===== config.mk =====
export PLATFORM = sky130hd
export DESIGN_NAME = tx_pnpc_fc_arbiter
export DESIGN_NICKNAME = d
export VERILOG_FILES = /design/src/rtl/tx_pnpc_fc_arbiter.sv
export SDC_FILE = /design/constraint.sdc
export NUM_CORES = 1
export LEC_CHECK = 0
export BUFFER_PORTS_ARGS = -buffer_cell sky130_fd_sc_hd__buf_2
export CAP_MARGIN = 15
export CORE_MARGIN = 5
export CORE_UTILIZATION = 58
export DETAILED_ROUTE_END_ITERATION = 10
export GPL_TIMING_DRIVEN = 0
export PLACE_DENSITY = 0.83
export SYNTH_ARGS = -nofsm -noshare
export SYNTH_HDL_FRONTEND = slang
export SYNTH_SLANG_ARGS = --single-unit

===== constraint.sdc =====
create_clock -name clk -period 6.9 [get_ports clk]
set_clock_uncertainty 0.1 [all_clocks]
set_input_delay 1.725 -clock clk [delete_from_list [all_inputs] [get_ports clk]]
set_output_delay 1.725 -clock clk [all_outputs]
set_load 0.01 [all_outputs]

===== src/rtl/tx_pnpc_fc_arbiter.sv =====
// -----------------------------------------------------------------------------
// tx_pnpc_fc_arbiter
//
// Transmit-side flow-control gate and round-robin arbiter for the Posted,
// Non-Posted and Completion TLP queues.
//
// For each of the three types the block holds the link partner's advertised
// header and data credit limits (InitFC / UpdateFC), the credits consumed so
// far and an "infinite" flag per field. A queued head TLP is eligible when
// both credit checks pass and it is at least 3 DW long. Eligible queues are
// granted round-robin, and the granted TLP is streamed out one DW per beat.
//
// Ports
//   clk, rst            clock, asynchronous active-low reset
//   fc_valid/fc_init    credit update strobe; 1 = InitFC, 0 = UpdateFC
//   fc_type             00 P, 01 NP, 11 CPL (10 ignored)
//   fc_hdr/fc_data      advertised header / data credit limits
//   q_valid[2:0]        head TLP present (bit0 P, bit1 NP, bit2 CPL)
//   q_ndw               3 x 11-bit total DW count of the head TLP
//   q_dcred             3 x DATA_CW data credits needed by the head TLP
//   q_dw                3 x DATA_WIDTH first-word-fall-through head DW
//   q_rd[2:0]           pop strobe per queue
//   tx_valid/tx_ready   output beat handshake
//   tx_dw/tx_sop/tx_eop output DW with TLP framing
//   tx_type             type of the TLP in flight
//   credit_ok[2:0]      per-queue eligibility (debug)
// -----------------------------------------------------------------------------
module tx_pnpc_fc_arbiter #(
    parameter int DATA_WIDTH = 32,
    parameter int HDR_CW     = 8,
    parameter int DATA_CW    = 12
) (
    input  logic                    clk,
    input  logic                    rst,
    input  logic                    fc_valid,
    input  logic                    fc_init,
    input  logic [1:0]              fc_type,
    input  logic [HDR_CW-1:0]       fc_hdr,
    input  logic [DATA_CW-1:0]      fc_data,
    input  logic [2:0]              q_valid,
    input  logic [3*11-1:0]         q_ndw,
    input  logic [3*DATA_CW-1:0]    q_dcred,
    input  logic [3*DATA_WIDTH-1:0] q_dw,
    output logic [2:0]              q_rd,
    output logic                    tx_valid,
    input  logic                    tx_ready,
    output logic [DATA_WIDTH-1:0]   tx_dw,
    output logic                    tx_sop,
    output logic                    tx_eop,
    output logic [1:0]              tx_type,
    output logic [2:0]              credit_ok
);

    // Half of the modulo range: a difference at or below this is "not past
    // the limit" under the wrapping credit arithmetic.
    localparam logic [HDR_CW-1:0]  H_HALF = {1'b1, {(HDR_CW-1){1'b0}}};
    localparam logic [DATA_CW-1:0] D_HALF = {1'b1, {(DATA_CW-1){1'b0}}};

    typedef enum logic {S_IDLE, S_STREAM} state_t;

    state_t      r_state, w_next;
    logic [1:0]  r_sel, r_rr, w_gnt;
    logic [10:0] r_rem;
    logic        r_first;
    logic        w_fire, w_beat;
    logic [2:0]  w_try;

    assign w_fire = (r_state == S_IDLE) && (|credit_ok);
    assign w_beat = (r_state == S_STREAM) && tx_ready;

    // Per-type credit state and eligibility.
    for (genvar gi = 0; gi < 3; gi++) begin : g_q
        localparam logic [1:0] TCODE = (gi == 2) ? 2'b11 : 2'(gi);

        logic [HDR_CW-1:0]  r_cl_h, r_cc_h, w_hdiff;
        logic [DATA_CW-1:0] r_cl_d, r_cc_d, w_ddiff, w_dcred;
        logic               r_inf_h, r_inf_d;
        logic               w_upd, w_take, w_hok, w_dok;
        logic [10:0]        w_ndw;

        assign w_ndw   = q_ndw[11*gi +: 11];
        assign w_dcred = q_dcred[DATA_CW*gi +: DATA_CW];
        assign w_upd   = fc_valid && (fc_type == TCODE);
        assign w_take  = w_fire && (w_gnt == 2'(gi));

        assign w_hdiff = r_cl_h - r_cc_h - HDR_CW'(1);
        assign w_ddiff = r_cl_d - r_cc_d - w_dcred;
        assign w_hok   = r_inf_h || (w_hdiff <= H_HALF);
        assign w_dok   = r_inf_d || (w_dcred == '0) || (w_ddiff <= D_HALF);

        assign credit_ok[gi] = q_valid[gi] && w_hok && w_dok && (w_ndw >= 11'd3);

        // Limit updates and consumption touch different registers, so both
        // take effect when they land in the same cycle.
        always_ff @(posedge clk or negedge rst) begin
            if (!rst) begin
                r_cl_h  <= '0;
                r_cl_d  <= '0;
                r_cc_h  <= '0;
                r_cc_d  <= '0;
                r_inf_h <= 1'b0;
                r_inf_d <= 1'b0;
            end else begin
                if (w_upd) begin
                    if (fc_init) begin
                        r_cl_h  <= fc_hdr;
                        r_cl_d  <= fc_data;
                        r_inf_h <= (fc_hdr == '0);
                        r_inf_d <= (fc_data == '0);
                    end else begin
                        if (!r_inf_h) r_cl_h <= fc_hdr;
                        if (!r_inf_d) r_cl_d <= fc_data;
                    end
                end
                if (w_take) begin
                    r_cc_h <= r_cc_h + HDR_CW'(1);
                    r_cc_d <= r_cc_d + w_dcred;
                end
            end
        end
    end

    // First eligible queue at or after the RR pointer. Scanning from the far
    // end lets the nearest candidate win by being assigned last.
    always_comb begin
        w_gnt = 2'd0;
        w_try = 3'd0;
        for (int k = 2; k >= 0; k--) begin
            w_try = {1'b0, r_rr} + 3'(k);
            if (w_try >= 3'd3) w_try = w_try - 3'd3;
            if (credit_ok[w_try[1:0]]) w_gnt = w_try[1:0];
        end
    end

    always_comb begin
        w_next   = r_state;
        tx_valid = 1'b0;
        tx_dw    = '0;
        tx_sop   = 1'b0;
        tx_eop   = 1'b0;
        tx_type  = 2'b00;
        q_rd     = 3'b000;
        case (r_state)
            S_IDLE: begin
                if (w_fire) w_next = S_STREAM;
            end
            S_STREAM: begin
                tx_valid    = 1'b1;
                tx_dw       = q_dw[DATA_WIDTH*int'(r_sel) +: DATA_WIDTH];
                tx_type     = (r_sel == 2'd2) ? 2'b11 : r_sel;
                tx_sop      = r_first;
                tx_eop      = (r_rem == 11'd1);
                q_rd[r_sel] = tx_ready;
                if (tx_ready && (r_rem == 11'd1)) w_next = S_IDLE;
            end
            default: w_next = S_IDLE;
        endcase
    end

    always_ff @(posedge clk or negedge rst) begin
        if (!rst) begin
            r_state <= S_IDLE;
            r_sel   <= 2'd0;
            r_rr    <= 2'd0;
            r_rem   <= 11'd0;
            r_first <= 1'b0;
        end else begin
            r_state <= w_next;
            if (w_fire) begin
                r_sel   <= w_gnt;
                r_rem   <= q_ndw[11*int'(w_gnt) +: 11];
                r_first <= 1'b1;
                r_rr    <= (w_gnt == 2'd2) ? 2'd0 : w_gnt + 2'd1;
            end else if (w_beat) begin
                r_rem   <= r_rem - 11'd1;
                r_first <= 1'b0;
            end
        end
    end

endmodule


==> impl_results.md <==
- Met1 wire length: 14.7 mm
- Die ar.: 0.0252 mm²
- Delay of the slowest critical-path stage: 500 ps
- TritonCTS buffer count: 17
- Pwr Density: 310 mW/mm²
- Primary FF master, synth: dfrtp_1
- Worst Tran Pin Value: 816 ps
- GRT Total Usage: 28.7%
- Die Span Y: 159 µm
- Hold Path Cell Cnt: 1
- Clock power frac: 18.8%
- Htree depth: 4
- Cell Chain, Critical Path: buf_2 -> inv_1 -> fa_1 -> inv_1 -> ha_1 -> nor2_1 -> fa_1 -> nand2b_1 -> a211oi_1 -> o221ai_1 -> a221oi_2 -> o2111ai_2 -> a21oi_4 -> buf_2
- Reg clk slew, reported paths: 50 ps
- WS Path Type: input port to primary output
- Layout fillers: 1821
- #FFs+latches synth: 143
- Post-synth cell types: 78
- Gate power share: 56.1%
- Sequential fraction of design power: 25.1%
- Seq/Total Area, Yosys: 27.9%
- Tcrit/Tclk final: 98.0%
- Dpl ws: 86.6 ps
- Post-route setup slack: 136 ps
- Vias per Instance: 5.75
- Outcome: finished clean
- Vias in the first global route: 11700
- Non-filler instance count after layout: 2024
- Fmax: 148 MHz
- DP Wirelength: 30.2 mm
- Internal Power: 0.00263 W
- Gate Count Post-Synth: 1473
- MaxCap Viol Count: 0
- Root buffer selected by CTS: clkbuf_16
- Sw Ratio: 43.2%
- Storage cell area: 0.00358 mm²
- Mean post-synth cell area: 8.71 µm²
- Net count, final: 2094
- R2R Path Start: g_q[1].r_cc_d[0]
- CTS tree: done
- Fin. Hold Viols: 0
- TritonRoute pass-1 iters: 5
- Layout cells sized above 1: 19.7%
- Max transition margin: 45.6%
- Crit Path Max Fanout: 3
- Hold crit path type: flip-flop to flip-flop
- Area of the multi-input gates: 0.00827 mm²
- Psw: 0.00200 W
- RSZ-0062 raised after global routing: yes
- Worst Path Arrival: 4940 ps
- Synthesized Nets: 1837
- Clock sink total: 143
- First-pass GRT wire length: 59.0 mm
- Hold buffer count at cts: 0
- CORE AREA: 0.0218 mm²
- Area grow syn2layout: 16.6%
- Critical Path Start Type: input port
- Clock tree buffer depth: 2
- Pleak: 7.17 nW
- Cell Area, Synth: 0.0128 mm²
- WL met3: 2.63 mm
- Effective utilization at floorplan: 58.8%
- Peak VDD IR: 0.164 mV
- Port bufs: 237
- Commonest non-fill, non-tap cell in the layout: buf_2
- Worst Setup End Kind: primary output
- Most frequent cells in the layout: buf_2 (241), inv_1 (223), dfrtp_1 (143), o21ai_0 (140), ha_1 (130)
- Fin. max-slew vios: 0
- Post-synth ARST share: 100%
- DR top layer: met4
- Largest net degree at the start of global routing: 85
- Met2 Routed Length: 18.4 mm
- Critical path required time: 5080 ps
- Crit. Startpoint: q_dcred[0]
- Chip Width: 159 µm
- Vias: 11600
- Final ANT Viol Nets: 0
- RD Place Congestion: 0.955
- Row count: 54
- Number of synthesized flops with an enable pin: 0
- Fin util: 68.5%
- Count of synthesis-stage warnings from yosys: 0
- Slowest-stage cell, CP: fa_1
- HP Start: g_q[2].r_cc_h[5]
- GRT Residual Overflow: 0
- Worst reg2reg path depth: 17
- Initial antenna violation count: 3
- Min Tclk post-route: 6760 ps
- Routed wire per std cell: 18.4 µm
- Placed Instances: 1991
- Initial DRC Count: 782
- Routed WL: 37.2 mm
- Top Ports: 238
- Worst-Skew Late Latency: 430 ps
- Final setup vio count: 0
- Drt drc: 0
-- kinds of logic (layout without fill, tap and decap cells) --
family | count (synthesis) | in the layout | synth area share, %
adders and majority gates | 169 | 169 | 18.8
AOI/OAI and AO/OA | 346 | 346 | 17.5
and+or+nand+nor | 387 | 387 | 15.4
muxes | 90 | 90 | 7.51
other | 0 | 1 | 0
xor gates and xnor gates | 76 | 76 | 5.19
DFF | 143 | 143 | 27.9
buffers and inverters | 262 | 532 | 7.77
-- registers in the layout, summed over array words and instances (netlist names) --
signal and flops:
g_q.r_cc_d 36, g_q.r_cc_h 24, g_q.r_cl_d 36, g_q.r_cl_h 24
g_q.r_inf_d 3, g_q.r_inf_h 3, r_first 1, r_rem 11
r_rr 2, r_sel 2, r_state 1
-- synth_stat cells, types with 38 or more instances --
master   instances  area [µm²]
ha_1           130        1630
mux2i_1         40         400
nand2_1        123         462
mux2_2          50         563
and2_1          38         238
o21ai_0        140         701
xnor2_1         59         517
nor2_1          53         199
dfrtp_1        143        3580
fa_1            39         781
inv_1          224         841
a21oi_1         53         265
-- area by class of cell --
class	instances	area share, %
multi-input cells	1068	55.3
flip-flops and latches	143	23.9
repair buffers	238	8.15
inverters	224	5.62
clock buffers	22	3.04
well taps	280	2.34
plain buffers	38	1.05
clock inverters	10	0.594
diodes	1	0.0167
-- critical path, delay by kind of cell --
family	cells	cell delay, ps
buffers and inverters	4	440
AO/OA/AOI/OAI	5	1410
adder cells (fa/ha/maj)	3	1090
AND/OR/NAND/NOR	2	260
-- power by group through the flow --
| stage | sequential [W] | combinational (W) | clock, W |
|---|---|---|---|
| 2_1_floorplan | 0.00113 | 0.00194 | 0 |
| 3_3_place_gp | 0.00116 | 0.00248 | 0 |
| 3_5_place_dp | 0.00117 | 0.00255 | 0 |
| 4_1_cts | 0.00116 | 0.00258 | 0.000874 |
| 5_1_grt | 0.00118 | 0.00292 | 0.000907 |
| 6_report | 0.00116 | 0.00260 | 0.000871 |
-- stage by stage --
stage | area [µm²] | hold slack, ps | setup TNS, ps | power (W)
finish | 15000 | 381 | 0 | 0.00463
CTS | 14900 | 385 | 0 | 0.00461
detailed placement | 14400 | 373 | 0 | 0.00372
global route | 15000 | 404 | -50.8 | 0.00501
global placement | 14400 | 358 | 0 | 0.00364
floorplan | 12800 | 339 | 0 | 0.00307
-- routing by layer --
layer	vias to the layer above	global-route usage (%)
met4	0	12.0
met1	5510	34.2
met2	448	50.5
met3	89	5.60
met5	-	0
li1	5586	-
-- final timing paths --
kind                                     end  slack, ps
min                         g_q[2].r_cc_h[5]        380
max                             credit_ok[0]        140
max in group asynchronous  g_q[1].r_cl_d[10]       4740
min reg2reg                 g_q[2].r_cc_h[5]        380
min in group asynchronous           r_rem[9]       1160
max reg2reg                g_q[2].r_cc_d[10]       2080
-- timing repair --
item	in CTS	in global routing
setup buffers	0	0
resized for setup	0	3
setup endpoints to repair	0	2
endpoints found under the hold margin	0	0
Power figures use the tool's default switching activity.
